<file path="config.mk">
export PLATFORM = sky130hd
export DESIGN_NAME = uart_duplex
export DESIGN_NICKNAME = d
export VERILOG_FILES = /design/src/rtl/uart_duplex.sv
export SDC_FILE = /design/constraint.sdc
export NUM_CORES = 1
export LEC_CHECK = 0
export CELL_PAD_IN_SITES_DETAIL_PLACEMENT = 1
export CELL_PAD_IN_SITES_GLOBAL_PLACEMENT = 2
export CORE_ASPECT_RATIO = 0.5
export CORE_UTILIZATION = 38
export CTS_CLUSTER_SIZE = 24
export DETAILED_ROUTE_END_ITERATION = 10
export GPL_ROUTABILITY_DRIVEN = 1
export PLACE_DENSITY_LB_ADDON = 0.1
export SYNTH_ARGS = -nofsm -noshare
export SYNTH_HDL_FRONTEND = slang
export SYNTH_SLANG_ARGS = --single-unit
export TNS_END_PERCENT = 10
</file>
<file path="constraint.sdc">
create_clock -name clk -period 2.7 [get_ports clk]
set_input_delay 0.54 -clock clk [delete_from_list [all_inputs] [get_ports clk]]
set_output_delay 0.54 -clock clk [all_outputs]
set_load 0.05 [all_outputs]
</file>
<file path="src/rtl/uart_duplex.sv">
`default_nettype none
// ============================================================================
// Module   : uart_duplex
// Purpose  : Parametrised full-duplex UART, independent RX/TX engines, one clock
// Revision : 1.0
// ============================================================================
module uart_duplex #(
  parameter int DATA_WIDTH = 8,
  parameter int CLK_FREQ   = 12_000_000,
  parameter int BAUD_RATE  = 115_200,
  parameter int PARITY     = 0,
  parameter int STOP_BITS  = 1
) (
  input  logic                  clk,
  input  logic                  rst_n,
  input  logic                  rx,
  output logic [DATA_WIDTH-1:0] read_data,
  output logic                  read_valid,
  input  logic                  read_ready,
  output logic                  read_parity_err,
  output logic                  read_frame_err,
  output logic                  read_overrun,
  output logic                  tx,
  input  logic [DATA_WIDTH-1:0] write_data,
  input  logic                  write_valid,
  output logic                  write_ready
);

  localparam int CPB   = CLK_FREQ / BAUD_RATE;
  localparam int CNT_W = (CPB > 2) ? $clog2(CPB) : 2;

  localparam logic [CNT_W-1:0] c_cnt_full  = CNT_W'(CPB - 1);
  localparam logic [CNT_W-1:0] c_cnt_half  = CNT_W'(CPB / 2 - 1);
  localparam logic [CNT_W-1:0] c_cnt_one   = CNT_W'(1);
  localparam logic [3:0]       c_last_data = 4'(DATA_WIDTH - 1);
  localparam logic [3:0]       c_last_stop = 4'(STOP_BITS - 1);
  localparam logic             c_odd       = (PARITY == 1);

  if (CPB < 4) begin : g_chk_cpb
    $error("uart_duplex: CLK_FREQ/BAUD_RATE must be at least 4");
  end
  if (PARITY > 2 || PARITY < 0) begin : g_chk_parity
    $error("uart_duplex: PARITY must be 0, 1 or 2");
  end
  if (STOP_BITS < 1 || STOP_BITS > 2) begin : g_chk_stop
    $error("uart_duplex: STOP_BITS must be 1 or 2");
  end
  if (DATA_WIDTH < 5 || DATA_WIDTH > 9) begin : g_chk_width
    $error("uart_duplex: DATA_WIDTH must be 5..9");
  end

  // ---------------------------------------------------------------- rx sync
  logic rx_meta_q, rx_s_q;

  always_ff @(posedge clk or negedge rst_n) begin
    if (!rst_n) begin
      rx_meta_q <= 1'b1;
      rx_s_q    <= 1'b1;
    end else begin
      rx_meta_q <= rx;
      rx_s_q    <= rx_meta_q;
    end
  end

  // ---------------------------------------------------------------- rx fsm
  typedef enum logic [2:0] {
    RX_IDLE   = 3'd0,
    RX_START  = 3'd1,
    RX_DATA   = 3'd2,
    RX_PARITY = 3'd3,
    RX_STOP   = 3'd4
  } rx_state_e;

  rx_state_e             rx_state_q, rx_state_d;
  logic [CNT_W-1:0]      rx_cnt_q, rx_cnt_d;
  logic [3:0]            rx_bit_q, rx_bit_d;
  logic [DATA_WIDTH-1:0] rx_shift_q, rx_shift_d;
  logic                  rx_perr_q, rx_perr_d;
  logic                  rx_done;
  logic                  rx_ferr;

  always_comb begin
    rx_state_d = rx_state_q;
    rx_cnt_d   = rx_cnt_q;
    rx_bit_d   = rx_bit_q;
    rx_shift_d = rx_shift_q;
    rx_perr_d  = rx_perr_q;
    rx_done    = 1'b0;
    rx_ferr    = 1'b0;
    case (rx_state_q)
      RX_IDLE: begin
        if (!rx_s_q) begin
          rx_state_d = RX_START;
          rx_cnt_d   = c_cnt_half;
        end
      end
      RX_START: begin
        if (rx_cnt_q == '0) begin
          if (rx_s_q) begin
            rx_state_d = RX_IDLE;
          end else begin
            rx_state_d = RX_DATA;
            rx_cnt_d   = c_cnt_full;
            rx_bit_d   = '0;
            rx_perr_d  = 1'b0;
          end
        end else begin
          rx_cnt_d = rx_cnt_q - c_cnt_one;
        end
      end
      RX_DATA: begin
        if (rx_cnt_q == '0) begin
          rx_shift_d = {rx_s_q, rx_shift_q[DATA_WIDTH-1:1]};
          rx_cnt_d   = c_cnt_full;
          if (rx_bit_q == c_last_data) begin
            rx_state_d = (PARITY != 0) ? RX_PARITY : RX_STOP;
          end else begin
            rx_bit_d = rx_bit_q + 4'd1;
          end
        end else begin
          rx_cnt_d = rx_cnt_q - c_cnt_one;
        end
      end
      RX_PARITY: begin
        if (rx_cnt_q == '0) begin
          // odd parity wants the XOR of data and parity bit to be 1, even wants 0
          rx_perr_d  = ((^rx_shift_q) ^ rx_s_q) != c_odd;
          rx_cnt_d   = c_cnt_full;
          rx_state_d = RX_STOP;
        end else begin
          rx_cnt_d = rx_cnt_q - c_cnt_one;
        end
      end
      RX_STOP: begin
        if (rx_cnt_q == '0) begin
          rx_done    = 1'b1;
          rx_ferr    = ~rx_s_q;
          rx_state_d = RX_IDLE;
        end else begin
          rx_cnt_d = rx_cnt_q - c_cnt_one;
        end
      end
      default: rx_state_d = RX_IDLE;
    endcase
  end

  always_ff @(posedge clk or negedge rst_n) begin
    if (!rst_n) begin
      rx_state_q <= RX_IDLE;
      rx_cnt_q   <= '0;
      rx_bit_q   <= '0;
      rx_shift_q <= '0;
      rx_perr_q  <= 1'b0;
    end else begin
      rx_state_q <= rx_state_d;
      rx_cnt_q   <= rx_cnt_d;
      rx_bit_q   <= rx_bit_d;
      rx_shift_q <= rx_shift_d;
      rx_perr_q  <= rx_perr_d;
    end
  end

  // ---------------------------------------------------------------- rx output register
  logic [DATA_WIDTH-1:0] rd_data_q, rd_data_d;
  logic                  rd_valid_q, rd_valid_d;
  logic                  rd_perr_q, rd_perr_d;
  logic                  rd_ferr_q, rd_ferr_d;
  logic                  rd_ovr_q, rd_ovr_d;

  always_comb begin
    rd_data_d  = rd_data_q;
    rd_valid_d = rd_valid_q;
    rd_perr_d  = rd_perr_q;
    rd_ferr_d  = rd_ferr_q;
    rd_ovr_d   = rd_ovr_q;
    if (rd_valid_q && read_ready) begin
      rd_valid_d = 1'b0;
      rd_perr_d  = 1'b0;
      rd_ferr_d  = 1'b0;
      rd_ovr_d   = 1'b0;
    end
    if (rx_done) begin
      if (!rd_valid_q || read_ready) begin
        rd_data_d  = rx_shift_q;
        rd_valid_d = 1'b1;
        rd_perr_d  = rx_perr_q;
        rd_ferr_d  = rx_ferr;
        rd_ovr_d   = 1'b0;
      end else begin
        rd_ovr_d = 1'b1;
      end
    end
  end

  always_ff @(posedge clk or negedge rst_n) begin
    if (!rst_n) begin
      rd_data_q  <= '0;
      rd_valid_q <= 1'b0;
      rd_perr_q  <= 1'b0;
      rd_ferr_q  <= 1'b0;
      rd_ovr_q   <= 1'b0;
    end else begin
      rd_data_q  <= rd_data_d;
      rd_valid_q <= rd_valid_d;
      rd_perr_q  <= rd_perr_d;
      rd_ferr_q  <= rd_ferr_d;
      rd_ovr_q   <= rd_ovr_d;
    end
  end

  assign read_data       = rd_data_q;
  assign read_valid      = rd_valid_q;
  assign read_parity_err = rd_perr_q;
  assign read_frame_err  = rd_ferr_q;
  assign read_overrun    = rd_ovr_q;

  // ---------------------------------------------------------------- tx fsm
  typedef enum logic [2:0] {
    TX_IDLE   = 3'd0,
    TX_START  = 3'd1,
    TX_DATA   = 3'd2,
    TX_PARITY = 3'd3,
    TX_STOP   = 3'd4
  } tx_state_e;

  tx_state_e             tx_state_q, tx_state_d;
  logic [CNT_W-1:0]      tx_cnt_q, tx_cnt_d;
  logic [3:0]            tx_bit_q, tx_bit_d;
  logic [DATA_WIDTH-1:0] tx_shift_q, tx_shift_d;
  logic                  tx_par_q, tx_par_d;
  logic                  tx_q, tx_d;

  always_comb begin
    tx_state_d = tx_state_q;
    tx_cnt_d   = tx_cnt_q;
    tx_bit_d   = tx_bit_q;
    tx_shift_d = tx_shift_q;
    tx_par_d   = tx_par_q;
    tx_d       = tx_q;
    case (tx_state_q)
      TX_IDLE: begin
        tx_d = 1'b1;
        if (write_valid) begin
          tx_shift_d = write_data;
          tx_par_d   = (^write_data) ^ c_odd;
          tx_d       = 1'b0;
          tx_cnt_d   = c_cnt_full;
          tx_state_d = TX_START;
        end
      end
      TX_START: begin
        if (tx_cnt_q == '0) begin
          tx_d       = tx_shift_q[0];
          tx_bit_d   = '0;
          tx_cnt_d   = c_cnt_full;
          tx_state_d = TX_DATA;
        end else begin
          tx_cnt_d = tx_cnt_q - c_cnt_one;
        end
      end
      TX_DATA: begin
        if (tx_cnt_q == '0) begin
          tx_cnt_d = c_cnt_full;
          if (tx_bit_q == c_last_data) begin
            tx_bit_d = '0;
            if (PARITY != 0) begin
              tx_d       = tx_par_q;
              tx_state_d = TX_PARITY;
            end else begin
              tx_d       = 1'b1;
              tx_state_d = TX_STOP;
            end
          end else begin
            tx_shift_d = {1'b0, tx_shift_q[DATA_WIDTH-1:1]};
            tx_d       = tx_shift_q[1];
            tx_bit_d   = tx_bit_q + 4'd1;
          end
        end else begin
          tx_cnt_d = tx_cnt_q - c_cnt_one;
        end
      end
      TX_PARITY: begin
        if (tx_cnt_q == '0) begin
          tx_d       = 1'b1;
          tx_bit_d   = '0;
          tx_cnt_d   = c_cnt_full;
          tx_state_d = TX_STOP;
        end else begin
          tx_cnt_d = tx_cnt_q - c_cnt_one;
        end
      end
      TX_STOP: begin
        tx_d = 1'b1;
        if (tx_cnt_q == '0) begin
          if (tx_bit_q == c_last_stop) begin
            tx_state_d = TX_IDLE;
          end else begin
            tx_bit_d = tx_bit_q + 4'd1;
            tx_cnt_d = c_cnt_full;
          end
        end else begin
          tx_cnt_d = tx_cnt_q - c_cnt_one;
        end
      end
      default: begin
        tx_d       = 1'b1;
        tx_state_d = TX_IDLE;
      end
    endcase
  end

  always_ff @(posedge clk or negedge rst_n) begin
    if (!rst_n) begin
      tx_state_q <= TX_IDLE;
      tx_cnt_q   <= '0;
      tx_bit_q   <= '0;
      tx_shift_q <= '0;
      tx_par_q   <= 1'b0;
      tx_q       <= 1'b1;
    end else begin
      tx_state_q <= tx_state_d;
      tx_cnt_q   <= tx_cnt_d;
      tx_bit_q   <= tx_bit_d;
      tx_shift_q <= tx_shift_d;
      tx_par_q   <= tx_par_d;
      tx_q       <= tx_d;
    end
  end

  assign tx          = tx_q;
  assign write_ready = (tx_state_q == TX_IDLE);

endmodule
`default_nettype wire

</file>
==> impl_metrics.env <==
export IMPL_outcome="complete, no violations"
export IMPL_synth_async_reset_ratio_pct=100
export IMPL_fmax_mhz=418
export IMPL_synth_avg_cell_area_um2=10.6
export IMPL_synth_flop_cell="dfrtp_1"
export IMPL_synth_simple_area_share_pct=17.2
export IMPL_synth_top_family_by_area="simple AND/OR/NAND/NOR gates"
export IMPL_critPathSlowestCell="or4b_1"
export IMPL_setup_slack_ps=308
export IMPL_grt_max_degree=61
export IMPL_syn_nets=329
export IMPL_r2r_end="read_data[7]"
export IMPL_critPathCaptureType="flop"
export IMPL_vias_per_cell=5.53
export IMPL_die_w_um=134
export IMPL_crit_type="flop to flop"
export IMPL_grt_use_total_pct=18.8
export IMPL_cp_start_kind="flop"
export IMPL_wl_um=7760
export IMPL_critical_path_top_delay_family="simple AND/OR/NAND/NOR gates"
export IMPL_synth_seq_area_share_pct=45.6
export IMPL_area_delta_synth_final_pct=22.0
export IMPL_min_path_type="primary input to async pin"
export IMPL_critPathMaxFanout=10
export IMPL_syn_cell_area_mm2=0.00330
export IMPL_htreeDepth=3
export IMPL_cts_tree="done"
export IMPL_dp_hpwl_um=5310
export IMPL_cts_resized=0
export IMPL_muxShareOfSynthArea_pct=13.1
export IMPL_grt_pass1_vias=2644
export IMPL_pin_count=27
export IMPL_drc=0
export IMPL_dieArea_mm2=0.00909
export IMPL_die_y_um=67.9
export IMPL_synthCells=310
export IMPL_setup_viol=0
export IMPL_synth_xor_xnor_area_share_pct=2.27
export IMPL_synth_fa_ha_area_share_pct=2.27
export IMPL_cts_buffers_inserted=9
export IMPL_ys_seq_elements=60
export IMPL_slowest_delay_ps=650
export IMPL_p_leak_nw=1.74
export IMPL_yosys_warnings=0
export IMPL_max_slew_margin_rel_pct=56.9
export IMPL_finalCriticalPeriod_ps=2390
export IMPL_peakVddDrop_uv=385
export IMPL_clk_latency_ps=330
export IMPL_rrSetupSlack_ps=310
export IMPL_synth_compound_area_share_pct=16.0
export IMPL_n_antenna_cell=0
export IMPL_crit_required_ps=2910
export IMPL_core_rowCount=23
export IMPL_root_buffer="clkbuf_16"
export IMPL_ant_nets=0
export IMPL_drtPass1Iterations=4
export IMPL_finalCritPeriodShare_pct=88.6
export IMPL_nNetsFinal=360
export IMPL_p_per_area_mw_per_mm2=725
export IMPL_final_cell_mix="57 x dfrtp_1, 32 x mux2_2, 24 x clkdlybuf4s50_1"
export IMPL_antenna_found_initial=0
export IMPL_drv_cap=0
export IMPL_routabilityCongestion=0.831
export IMPL_cts_hold_buf=0
export IMPL_drive_gt1_share_pct=21.1
export IMPL_cts_setup_buffers=0
export IMPL_synth_cell_type_count=62
export IMPL_cts_buffer_depth=2
export IMPL_grt_pass1_wl_um=13000
export IMPL_path_cells="inv_1 > ha_1 > or4b_1 > nor3_4 > nand3_4 > mux2_2"
export IMPL_coreArea_mm2=0.00820
export IMPL_vias=2535
export IMPL_setup_tns_ps=0
export IMPL_clk_pin_slew_ps=50
export IMPL_worst_pin_slew_ps=646
export IMPL_rsz0062_at_grt="no"
export IMPL_dp_slack_ps=311
export IMPL_cp_num_buf_inv=1
export IMPL_slew_viol_final=0
export IMPL_worstRegToRegCells=6
export IMPL_final_common_cell="dfrtp_1"
export IMPL_wl_per_cell_um=16.9
export IMPL_grt_overflow=0
export IMPL_clock_skew_ps=8.14
export IMPL_finalHoldViolations=0
export IMPL_dr_first_iter_drc_count=90
export IMPL_r2r_start="rx_cnt_q[0]"
export IMPL_start_util_pct=40.2
export IMPL_arrival_ps=2600
export IMPL_port_buffers=26
export IMPL_cts_sinks=60
export IMPL_synth_edf_count=0
==> cell usage after synthesis (3+ instances only) <==
cell type / number / share of area, %
mux2i_1: 5 / 1.5
nor4_1: 3 / 0.57
xnor2_1: 4 / 1.1
o21a_1: 3 / 0.68
o2bb2ai_1: 3 / 0.80
nor3b_1: 3 / 0.68
o41ai_1: 3 / 0.80
nand2_1: 18 / 2.0
nand3_1: 9 / 1.4
nor2_1: 15 / 1.7
or3_1: 4 / 0.76
o21ai_0: 13 / 2.0
a21oi_1: 14 / 2.1
buf_4: 3 / 0.68
o21bai_1: 3 / 0.68
nor2b_1: 7 / 1.3
ha_1: 6 / 2.3
dfstp_2: 3 / 2.4
dfrtp_1: 57 / 43
nor3_1: 5 / 0.76
a31oi_1: 4 / 0.76
mux2_2: 32 / 11
o31ai_1: 10 / 2.3
or4_1: 6 / 1.4
clkbuf_1: 11 / 1.3
inv_1: 13 / 1.5
nand2b_1: 7 / 1.3
==> layout make-up <==
cell class,instances,area [um2]
sequential,60,1510
clock buffer,13,280
inverter,13,48.8
tap,112,140
fill,874,4170
timing repair buffer,35,333
clock inverter,3,42.5
multi-input combinational,222,1680
==> power breakdown <==
part           internal [mW]  leakage, nW  switching (mW)
Sequential              1.04        0.781           0.123
Clock                  0.812        0.158           0.401
Combinational          0.256        0.796           0.286
==> layer usage <==
metal,track usage [%],routed length [um]
met2,32.6,3910
met3,4.89,185
met4,8.10,132
met1,22.8,3530
met5,0,0
==> kinds of logic after synthesis <==
group / after synthesis
and+or+nand+nor: 96
DFF: 60
AOI/OAI and AO/OA: 75
xor gates and xnor gates: 7
adders and majority gates: 6
buffers and inverters: 28
muxes: 38
==> sequential cells by signal, summed over array words and instances (netlist names) <==
signal / flops
tx_cnt_q: 7
rx_state_q: 3
rx_cnt_q: 7
rx_perr_q: 1
read_frame_err: 1
rx_s_q: 1
tx: 1
read_parity_err: 1
read_valid: 1
tx_shift_q: 8
rx_meta_q: 1
rx_shift_q: 8
read_overrun: 1
rx_bit_q: 4
tx_bit_q: 4
tx_state_q: 3
read_data: 8
==> stage by stage <==
| stage | total power, mW | utilization [%] | instance area, um2 | instances | hold slack (ps) |
|---|---|---|---|---|---|
| after floorplan | 1.55 | - | 3300 | 310 | 244 |
| after global placement | 1.69 | 45.2 | 3700 | 442 | 347 |
| after detailed placement | 1.72 | 45.2 | 3700 | 442 | 352 |
| after CTS | 2.96 | 49.1 | 4030 | 458 | 230 |
| after global routing | 3.09 | 49.1 | 4030 | 458 | 234 |
| final | 2.92 | 49.1 | 4030 | 458 | 205 |
==> worst max-delay path by stage <==
stage / startpoint / to / cells after the start
5_1_grt: rx_cnt_q[0] / read_data[3] / 6
2_1_floorplan: rx_cnt_q[0] / rx_shift_q[1] / 7
3_3_place_gp: rx_cnt_q[0] / read_data[4] / 6
6_report: rx_cnt_q[0] / read_data[7] / 6
3_5_place_dp: rx_cnt_q[0] / read_data[7] / 6
4_1_cts: rx_cnt_q[0] / read_data[7] / 6
Note: power is estimated with default switching activity, not from simulation.
